$ cat config.mk
export PLATFORM = sky130hd
export DESIGN_NAME = rs_snoop_station
export DESIGN_NICKNAME = d
export VERILOG_FILES = /design/src/rtl/rs_pkg.sv /design/src/rtl/rs_prio_enc.sv /design/src/rtl/rs_snoop_station.sv
export SDC_FILE = /design/constraint.sdc
export NUM_CORES = 1
export LEC_CHECK = 0
export CELL_PAD_IN_SITES_DETAIL_PLACEMENT = 0
export CELL_PAD_IN_SITES_GLOBAL_PLACEMENT = 1
export CORE_MARGIN = 2
export CORE_UTILIZATION = 45
export DETAILED_ROUTE_END_ITERATION = 10
export MAX_ROUTING_LAYER = met4
export PLACE_DENSITY_LB_ADDON = 0.1
export REMOVE_ABC_BUFFERS = 1
export SYNTH_ARGS = -nofsm -noshare
export SYNTH_HDL_FRONTEND = slang
export SYNTH_SLANG_ARGS = --single-unit
$ cat constraint.sdc
create_clock -name clk -period 3 [get_ports clk]
set_clock_uncertainty 0.15 [all_clocks]
set_input_delay 0.3 -clock clk [delete_from_list [all_inputs] [get_ports clk]]
set_output_delay 0.3 -clock clk [all_outputs]
set_load 0.1 [all_outputs]
$ cat src/rtl/rs_pkg.sv
// Shared reservation-station types and default sizing, also used by the EX and ROB blocks.
package rs_pkg;

  localparam int RS_DEPTH  = 4;
  localparam int ROB_TAG_W = 4;
  localparam int DATA_W    = 32;
  localparam int OP_W      = 6;

  typedef struct packed {
    logic                 valid;
    logic [OP_W-1:0]      op;
    logic [ROB_TAG_W-1:0] dst;
    logic                 s1_rdy;
    logic [ROB_TAG_W-1:0] s1_tag;
    logic [DATA_W-1:0]    s1_val;
    logic                 s2_rdy;
    logic [ROB_TAG_W-1:0] s2_tag;
    logic [DATA_W-1:0]    s2_val;
  } rs_entry_t;

endpackage

$ cat src/rtl/rs_prio_enc.sv
// Find-first-set: returns the lowest set index of req and whether any bit is set.
module rs_prio_enc
  import rs_pkg::*;
#(
  parameter int N = RS_DEPTH
) (
  input  logic [N-1:0]         req,
  output logic [$clog2(N)-1:0] idx,
  output logic                 found
);

  localparam int W = $clog2(N);

  always_comb begin
    idx   = '0;
    found = |req;
    for (int i = N - 1; i >= 0; i--) begin
      if (req[i]) idx = W'(i);
    end
  end

endmodule

$ cat src/rtl/rs_snoop_station.sv
// Reservation station: holds dispatched ops, snoops the ROB broadcast bus to wake
// operands, and issues the lowest-index operand-complete op to EX.
module rs_snoop_station
  import rs_pkg::*;
#(
  parameter int DEPTH  = RS_DEPTH,
  parameter int TAG_W  = ROB_TAG_W,
  parameter int DATA_W = rs_pkg::DATA_W,
  parameter int OP_W   = rs_pkg::OP_W
) (
  input  logic                     clk,
  input  logic                     rst,
  input  logic                     flush,
  input  logic                     disp_valid,
  output logic                     disp_ready,
  input  logic [OP_W-1:0]          disp_op,
  input  logic [TAG_W-1:0]         disp_dst,
  input  logic                     disp_s1_rdy,
  input  logic [TAG_W-1:0]         disp_s1_tag,
  input  logic [DATA_W-1:0]        disp_s1_val,
  input  logic                     disp_s2_rdy,
  input  logic [TAG_W-1:0]         disp_s2_tag,
  input  logic [DATA_W-1:0]        disp_s2_val,
  input  logic                     bc_valid,
  input  logic [TAG_W-1:0]         bc_tag,
  input  logic [DATA_W-1:0]        bc_data,
  output logic                     iss_valid,
  input  logic                     iss_ready,
  output logic [OP_W-1:0]          iss_op,
  output logic [TAG_W-1:0]         iss_dst,
  output logic [DATA_W-1:0]        iss_v1,
  output logic [DATA_W-1:0]        iss_v2,
  output logic [$clog2(DEPTH):0]   occupancy
);

  localparam int IDX_W = $clog2(DEPTH);
  localparam int OCC_W = IDX_W + 1;
  localparam logic [OCC_W-1:0] FULL = OCC_W'(DEPTH);

  typedef struct packed {
    logic              valid;
    logic [OP_W-1:0]   op;
    logic [TAG_W-1:0]  dst;
    logic              s1_rdy;
    logic [TAG_W-1:0]  s1_tag;
    logic [DATA_W-1:0] s1_val;
    logic              s2_rdy;
    logic [TAG_W-1:0]  s2_tag;
    logic [DATA_W-1:0] s2_val;
  } entry_t;

  entry_t           slots [DEPTH];
  logic [DEPTH-1:0] free_vec;
  logic [DEPTH-1:0] rdy_vec;
  logic [IDX_W-1:0] free_idx;
  logic [IDX_W-1:0] rdy_idx;
  logic [IDX_W-1:0] sel_idx;
  logic [IDX_W-1:0] held_idx;
  logic             free_found;
  logic             rdy_found;
  logic             sel_found;
  logic             use_held;
  logic             held;
  logic             disp_fire;
  logic             iss_fire;
  logic             byp_s1;
  logic             byp_s2;

  always_comb begin
    free_vec = '0;
    rdy_vec  = '0;
    for (int i = 0; i < DEPTH; i++) begin
      free_vec[i] = ~slots[i].valid;
      rdy_vec[i]  = slots[i].valid & slots[i].s1_rdy & slots[i].s2_rdy;
    end
  end

  rs_prio_enc #(.N(DEPTH)) u_free_sel (
    .req   (free_vec),
    .idx   (free_idx),
    .found (free_found)
  );

  rs_prio_enc #(.N(DEPTH)) u_rdy_sel (
    .req   (rdy_vec),
    .idx   (rdy_idx),
    .found (rdy_found)
  );

  // An offer refused by EX stays locked to its slot so the outputs do not jump
  // to a lower-index entry that wakes or is dispatched while EX is stalled.
  always_comb begin
    use_held  = held & rdy_vec[held_idx];
    sel_idx   = use_held ? held_idx : rdy_idx;
    sel_found = use_held | rdy_found;
  end

  assign disp_ready = (occupancy < FULL) & ~flush;
  assign iss_valid  = sel_found & ~flush;
  assign disp_fire  = disp_valid & disp_ready & free_found;
  assign iss_fire   = iss_valid & iss_ready;

  assign byp_s1 = bc_valid & ~disp_s1_rdy & (disp_s1_tag == bc_tag);
  assign byp_s2 = bc_valid & ~disp_s2_rdy & (disp_s2_tag == bc_tag);

  always_comb begin
    iss_op  = '0;
    iss_dst = '0;
    iss_v1  = '0;
    iss_v2  = '0;
    if (iss_valid) begin
      iss_op  = slots[sel_idx].op;
      iss_dst = slots[sel_idx].dst;
      iss_v1  = slots[sel_idx].s1_val;
      iss_v2  = slots[sel_idx].s2_val;
    end
  end

  always_ff @(posedge clk or negedge rst) begin
    if (!rst) begin
      for (int i = 0; i < DEPTH; i++) slots[i] <= '0;
      occupancy <= '0;
      held      <= 1'b0;
      held_idx  <= '0;
    end else if (flush) begin
      for (int i = 0; i < DEPTH; i++) slots[i].valid <= 1'b0;
      occupancy <= '0;
      held      <= 1'b0;
    end else begin
      for (int i = 0; i < DEPTH; i++) begin
        if (slots[i].valid && !slots[i].s1_rdy && bc_valid && slots[i].s1_tag == bc_tag) begin
          slots[i].s1_rdy <= 1'b1;
          slots[i].s1_val <= bc_data;
        end
        if (slots[i].valid && !slots[i].s2_rdy && bc_valid && slots[i].s2_tag == bc_tag) begin
          slots[i].s2_rdy <= 1'b1;
          slots[i].s2_val <= bc_data;
        end
        if (iss_fire && sel_idx == IDX_W'(i)) slots[i].valid <= 1'b0;
        // The free slot is never the issuing one, so these writes never collide.
        if (disp_fire && free_idx == IDX_W'(i)) begin
          slots[i] <= '{valid:  1'b1,
                        op:     disp_op,
                        dst:    disp_dst,
                        s1_rdy: disp_s1_rdy | byp_s1,
                        s1_tag: disp_s1_tag,
                        s1_val: byp_s1 ? bc_data : disp_s1_val,
                        s2_rdy: disp_s2_rdy | byp_s2,
                        s2_tag: disp_s2_tag,
                        s2_val: byp_s2 ? bc_data : disp_s2_val};
        end
      end
      occupancy <= occupancy + OCC_W'(disp_fire) - OCC_W'(iss_fire);
      held      <= iss_valid & ~iss_ready;
      held_idx  <= sel_idx;
    end
  end

endmodule
# Word-level counts from Yosys, hierarchy flattened
# Cells that the tools add are included.
word_totals:
  input_bits: 126
  register_bits: 346
classes:
  bitwise_logic: 31
  magnitude_cmp: 3
  n_eq_ne: 16
  add_sub_neg: 2
  n_mux: 50
  reduce_logical: 68
ops:
  columns: ["cell", "n"]
  rows:
  - ["2-to-1 mux 32 bit", 12]
  - ["2-to-1 mux 85 bit", 4]
  - ["binary-select mux 85 bit (select 2 bit)", 1]
  - ["2-to-1 mux 84 bit", 2]
  - ["== test 4 bit", 10]
  - ["logical AND 1 bit", 32]
  - ["AND reduction 2 bit", 12]
  - ["AND 1 bit", 19]
  - ["2-to-1 mux 1 bit", 18]
  - ["2-to-1 mux 2 bit", 9]
  - ["nonzero test 2 bit", 8]
  - ["nonzero test 3 bit", 4]
  - ["== test 2 bit (second input constant)", 4]
  - ["zero test 1 bit", 8]
  - ["inverter 1 bit", 8]
  - ["OR reduction 4 bit", 2]
  - ["2-to-1 mux 6 bit", 1]
  - ["== test 2 x 1 -> 1 bit (second input constant)", 2]
  - ["zero test 2 bit", 2]
  - ["2-to-1 mux 4 bit", 1]
  - ["adder 3 x 1 -> 3 bit", 1]
  - ["greater-or-equal comparator 3 bit (second input constant)", 1]
  - ["< comparator 2 x 3 -> 1 bit (second input constant)", 1]
  - ["< comparator 3 bit (second input constant)", 1]
  - ["5 further kinds", 7]

# Depth between registers and ports, before layout
depth:
  ltp_word: 12
  depth_mapped: 13
  ltp_nobuf: 12

# By module
# A second synthesis with hierarchy kept.
unflattened:
  hier_cells: 1880
  hier_area_um2: 18833.1
modules_own_cells:
  columns: ["mod", "area_each_um2", "cells_per_inst", "instances"]
  rows:
  - ["rs_snoop_station", 18763.0, 1866, 1]
  - ["rs_prio_enc", 35.0, 7, 2]

# Worst setup path after synthesis
# Ideal clock, no wire load.
synth_timing:
  kind: "register to output"
  start: "reg slots[84] (netlist bit)"
  end: "out iss_op[4]"
  path_slack_ns: -1.467
  arrival_time_ns: 4.017
  path_stages_with_launch: 8
  path_buffers: 3
  cell_sequence: "dfrtp_1 and3_1 clkbuf_1 o31ai_1 clkbuf_1 buf_1 a221oi_1 o31ai_1"
synth_via:
  elab_chain_cells: 12
  elab_cells_between_ends: 18
  cone_classes: "11 x mux; 6 x bitwise; 1 x reduce/logical"
synth_lines:
  columns: ["element", "line_no", "source"]
  rows:
  - ["start, declared", "rs_snoop_station.sv:52", "entry_t slots [DEPTH];"]
  - ["start signal, assigned by index", "rs_snoop_station.sv:142", "slots[i] <= '{valid: 1'b1,"]
  - ["AND 1 bit (*) (2 in a row)", "rs_snoop_station.sv:74", "rdy_vec[i] = slots[i].valid & slots[i].s1_rdy & slots[i].s2_rdy;"]
  - ["2-to-1 mux 2 bit (4 in a row)", "rs_prio_enc.sv:18", "if (req[i]) idx = W'(i);"]
  - ["2-to-1 mux 2 bit", "rs_snoop_station.sv:94", "sel_idx = use_held ? held_idx : rdy_idx;"]
  - ["inverter 2 -> 3 bit (not written as such)", "rs_snoop_station.sv:112", "iss_op = slots[sel_idx].op;"]
  - ["binary-select mux 85 bit (select 2 bit)", "rs_snoop_station.sv:112", null]
  - ["2-to-1 mux 84 bit (2 in a row)", null, null]
  - ["2-to-1 mux 6 bit (*)", "rs_snoop_station.sv:111", "if (iss_valid) begin"]
  - ["end, declared", "rs_snoop_station.sv:29", "output logic [OP_W-1:0] iss_op,"]
# Mark *: on every way between the ends. The rest lies on a longest branch, timed or not. The select of a mux whose other input is x is not followed.

# Worst setup path after layout
layout_timing:
  start: "reg slots[254] (netlist bit)"
  end: "out iss_v1[29]"
layout_via:
  elab_chain_cells: 11
  elab_cells_between_ends: 16
  cone_classes: "9 x mux; 6 x bitwise; 1 x reduce/logical"
layout_lines:
  columns: ["element", "line_no", "source"]
  rows:
  - ["AND 1 bit (*) (2 in a row)", "rs_snoop_station.sv:74", null]
  - ["binary-select mux 1 bit (select 2 bit)", "rs_snoop_station.sv:93", "use_held = held & rdy_vec[held_idx];"]
  - ["2-to-1 mux 1 bit (not written as such)", "rs_snoop_station.sv:93", null]
  - ["AND 1 bit", "rs_snoop_station.sv:93", null]
  - ["2-to-1 mux 2 bit", "rs_snoop_station.sv:94", null]
  - ["inverter 2 -> 3 bit (not written as such)", "rs_snoop_station.sv:114", "iss_v1 = slots[sel_idx].s1_val;"]
  - ["binary-select mux 85 bit (select 2 bit)", "rs_snoop_station.sv:114", null]
  - ["2-to-1 mux 84 bit (2 in a row)", null, null]
  - ["2-to-1 mux 32 bit (*)", "rs_snoop_station.sv:111", null]
  - ["end, declared", "rs_snoop_station.sv:31", "output logic [DATA_W-1:0] iss_v1,"]
# Marks and branches as above.

==> out/qor.txt <==
=========================================================================================
Violations in the final reports                                              negative setup slack
Post-placement cell count                                                           2,670
Via count of the first global-routing pass                                         17,800
Maximum resistive drop on vdd                                                    0.456 mV
Number of standard cells in the layout, taps in and fillers out                     2,839
Number of DRC markers after the initial detailed-route iteration                    1,896
Total vias in the final route                                                      17,900
Post-synthesis average cell area                                               9.56 sq um
Worst-Margin Slew                                                                0.840 ns
Total leakage power                                                               11.8 nW
Post-synth design cell area                                                  19,100 sq um
Final setup violation count                                                            74
Last weighted congestion value of the routability-driven placer                     0.882
Clock sink count                                                                      346
Worst slew margin                                                                   43.7%
Top library cells by usage in the layout, fill and taps aside                333 x sky130_fd_sc_hd__dfrtp_1, 262 x sky130_fd_sc_hd__nor2_1, 256 x sky130_fd_sc_hd__mux2i_1
Post-placement cell area                                                     23,400 sq um
Starting density of the core                                                        45.5%
Routed len/inst                                                                   26.5 um
Final hold violation count                                                              0
Critical Path Start Type                                                         register
Final ANT Viol Nets                                                                     0
Maximum number of pins on one net before global-route repair                           78
Highest achievable clock rate                                                   0.305 GHz
Final critical-path setup slack                                                 -0.277 ns
Fraction of the yosys area taken by sequential cells                                45.3%
Clock-pin slew of the registers on the worst-case setup and hold paths            0.06 ns
Final count of pins violating max slew                                                  0
Power per standard cell area                                                  767 nW/um^2
CTS Root Buffer Type                                                         sky130_fd_sc_hd__clkbuf_16
EDFF count, synth                                                                       0
Total chip power                                                                  21.2 mW
Number of library cell types mapped by synthesis                                       48
Synth top area cells                                                         sky130_fd_sc_hd__dfrtp_1 45%, sky130_fd_sc_hd__mux2i_1 13%, sky130_fd_sc_hd__a221oi_1 6.8%, sky130_fd_sc_hd__a21oi_1 6.1%, sky130_fd_sc_hd__nor2_1 5.2%
Ports placed on the boundary                                                          205
CTS tree                                                                             done
Most common cell after layout, fill and taps aside                           sky130_fd_sc_hd__dfrtp_1
CP Data Required Time                                                             2.55 ns
Router iterations before antenna repair                                                 5
Run status                                                                   complete, but fails checks
Cell taking the most area after synthesis                                    sky130_fd_sc_hd__dfrtp_1
Final layout net count                                                              2,398
Row cnt                                                                                75
Unrepaired setup endpoints after global routing                                       yes
Ratio of cells with drive above 1 in the final layout                               27.0%
Startpoint-to-endpoint class of the critical path                                 reg2out
Worst hold path class                                                            in2async
Sort of element at the end of the critical path                              primary output
Utilization after layout                                                            65.9%
Grt ovf                                                                                 0
Crit share post-route                                                                109%
Total CTS buffers                                                                      41
Post-route cell area                                                         27,600 sq um
Clock latency reported for the late side of the worst-skew pair                   0.56 ns
Count of port buffers added during placement                                          204
Horizontal extent of the die                                                       210 um
CP Data Arrival Time                                                              2.83 ns
Total die area                                                               44,100 sq um
Via count normalized by instance count                                               6.30
Number of warnings issued by yosys                                                      0
Routed WL                                                                         75.2 mm
Proportion of register bits with asynchronous set or reset after synthesis           100%
Number of antenna violations at the first check in global routing                       4
Crit Path Max Fanout                                                                    8
FF+latch count, synth                                                                 346
CTS H-Tree Depth                                                                        2
Area overhead of the layout relative to synthesis                                   44.7%
Wire length of the first global-routing pass                                       110 mm
Portion of synthesized cell area occupied by the leading cell type                  45.3%
Ys flop type                                                                 sky130_fd_sc_hd__dfrtp_1
Final routed DRC violation total                                                        0
Clock buffer depth                                                                      3
Post-layout min period                                                            3.28 ns
Total routing resource utilization after global routing                             33.4%
Vertical die dimension                                                             210 um
Core box area                                                                41,900 sq um
Cells after Synth                                                                   1,998
DP Wirelength                                                                     41.5 mm
Max-Cap Viols                                                                           0
=========================================================================================
-- cell type report --
cell class / count / area, sq um
Antenna cell: 4 / 10.0
Clock buffer: 62 / 1230
Clock inverter: 8 / 93.8
Fill cell: 3239 / 14300
Inverter: 8 / 30.0
Multi-Input combinational cell: 1433 / 10800
Sequential cell: 346 / 8670
Tap cell: 539 / 674
Timing Repair Buffer: 439 / 6110
-- state kept, by name (all words and copies together) (netlist names) --
register,flops
slots,340
held,1
occupancy,3
held_idx,2
-- through the flow --
stage | hold WS (ns) | TNS, ns | setup slack [ns]
after global routing | 0.235 | -17.85 | -0.307
final | 0.180 | -15.03 | -0.277
after detailed placement | 0.197 | -0.154 | -0.0848
after CTS | 0.200 | -14.63 | -0.273
after floorplan | -0.146 | -881.65 | -4.96
after global placement | 0.195 | -0.0809 | -0.0489
-- timing repair --
| item | CTS | global route |
|---|---|---|
| hold buffers | 1 | 0 |
| pin swaps | 26 | 40 |
| resized for setup | 151 | 153 |
| setup buffers | 40 | 30 |
| setup endpoints to repair | 74 | 74 |
| hold endpoints to repair | 72 | 0 |
| gates cloned | 14 | 13 |
-- power breakdown --
group          total [mW]  internal, mW  switching, mW
registers            7.96          6.39           1.58
clock network        5.02          2.98           2.04
logic                8.23          3.47           4.76
-- layer usage --
| layer | vias up | part of all wire [%] | global-route usage [%] |
|---|---|---|---|
| met2 | 899 | 47 | 52.8 |
| met3 | 159 | 8.4 | 5.13 |
| met1 | 8958 | 41 | 43.9 |
| met4 | 0 | 3.4 | 11.9 |
| li1 | 7868 | - | - |
| met5 | - | 0 | - |
-- synthesized netlist by cell type (all sizes together) (2+ instances only) --
library cell  instances
a41o                  2
nand2               219
nor2b                 6
o31ai                88
xnor2                33
nor2                263
or3b                  2
mux2i               257
o32a                  8
a31oi                 2
nor3b                 2
clkbuf              106
o22ai                 2
a21oi               266
nor3                  4
or3                   2
o21ai                 9
xor2                  6
a22oi                74
ha                    2
and3                  5
dfrtp               346
nand4                 9
nand3                 7
inv                   8
a221oi              148
nand2b                5
buf                 105
-- worst paths after layout --
check                      cells past startpoint      endpoint  slack [ns]       start
min reg2reg                                    2    slots[160]        0.32  slots[160]
max in group asynchronous                      3    slots[121]        1.58         rst
min                                            2    slots[229]        0.18         rst
max reg2reg                                   13  occupancy[2]        0.41   slots[73]
min in group clk                               3    slots[336]        0.22  disp_op[3]
max                                           11    iss_v1[29]       -0.28  slots[254]
-- kinds of logic after synthesis --
| family | share of synthesized area (%) |
|---|---|
| flip-flops | 45.3 |
| XOR/XNOR | 1.79 |
| AO/OA/AOI/OAI | 22.5 |
| AND/OR/NAND/NOR | 11.0 |
| multiplexers | 13.5 |
| buffers and inverters | 5.66 |
| adder cells (fa/ha/maj) | 0.236 |
-- critical path, cell delays in order (launching register included) --
cell and delay, ns:
sky130_fd_sc_hd__dfrtp_1 0.39, sky130_fd_sc_hd__buf_6 0.12, sky130_fd_sc_hd__and3_4 0.14, sky130_fd_sc_hd__a211o_1 0.31
sky130_fd_sc_hd__a211oi_4 0.32, sky130_fd_sc_hd__buf_12 0.15, sky130_fd_sc_hd__buf_12 0.16, sky130_fd_sc_hd__buf_12 0.16
sky130_fd_sc_hd__a22oi_2 0.06, sky130_fd_sc_hd__o31ai_1 0.08, sky130_fd_sc_hd__buf_4 0.19, sky130_fd_sc_hd__buf_12 0.17
No activity file was read; power rests on OpenSTA's default activity.
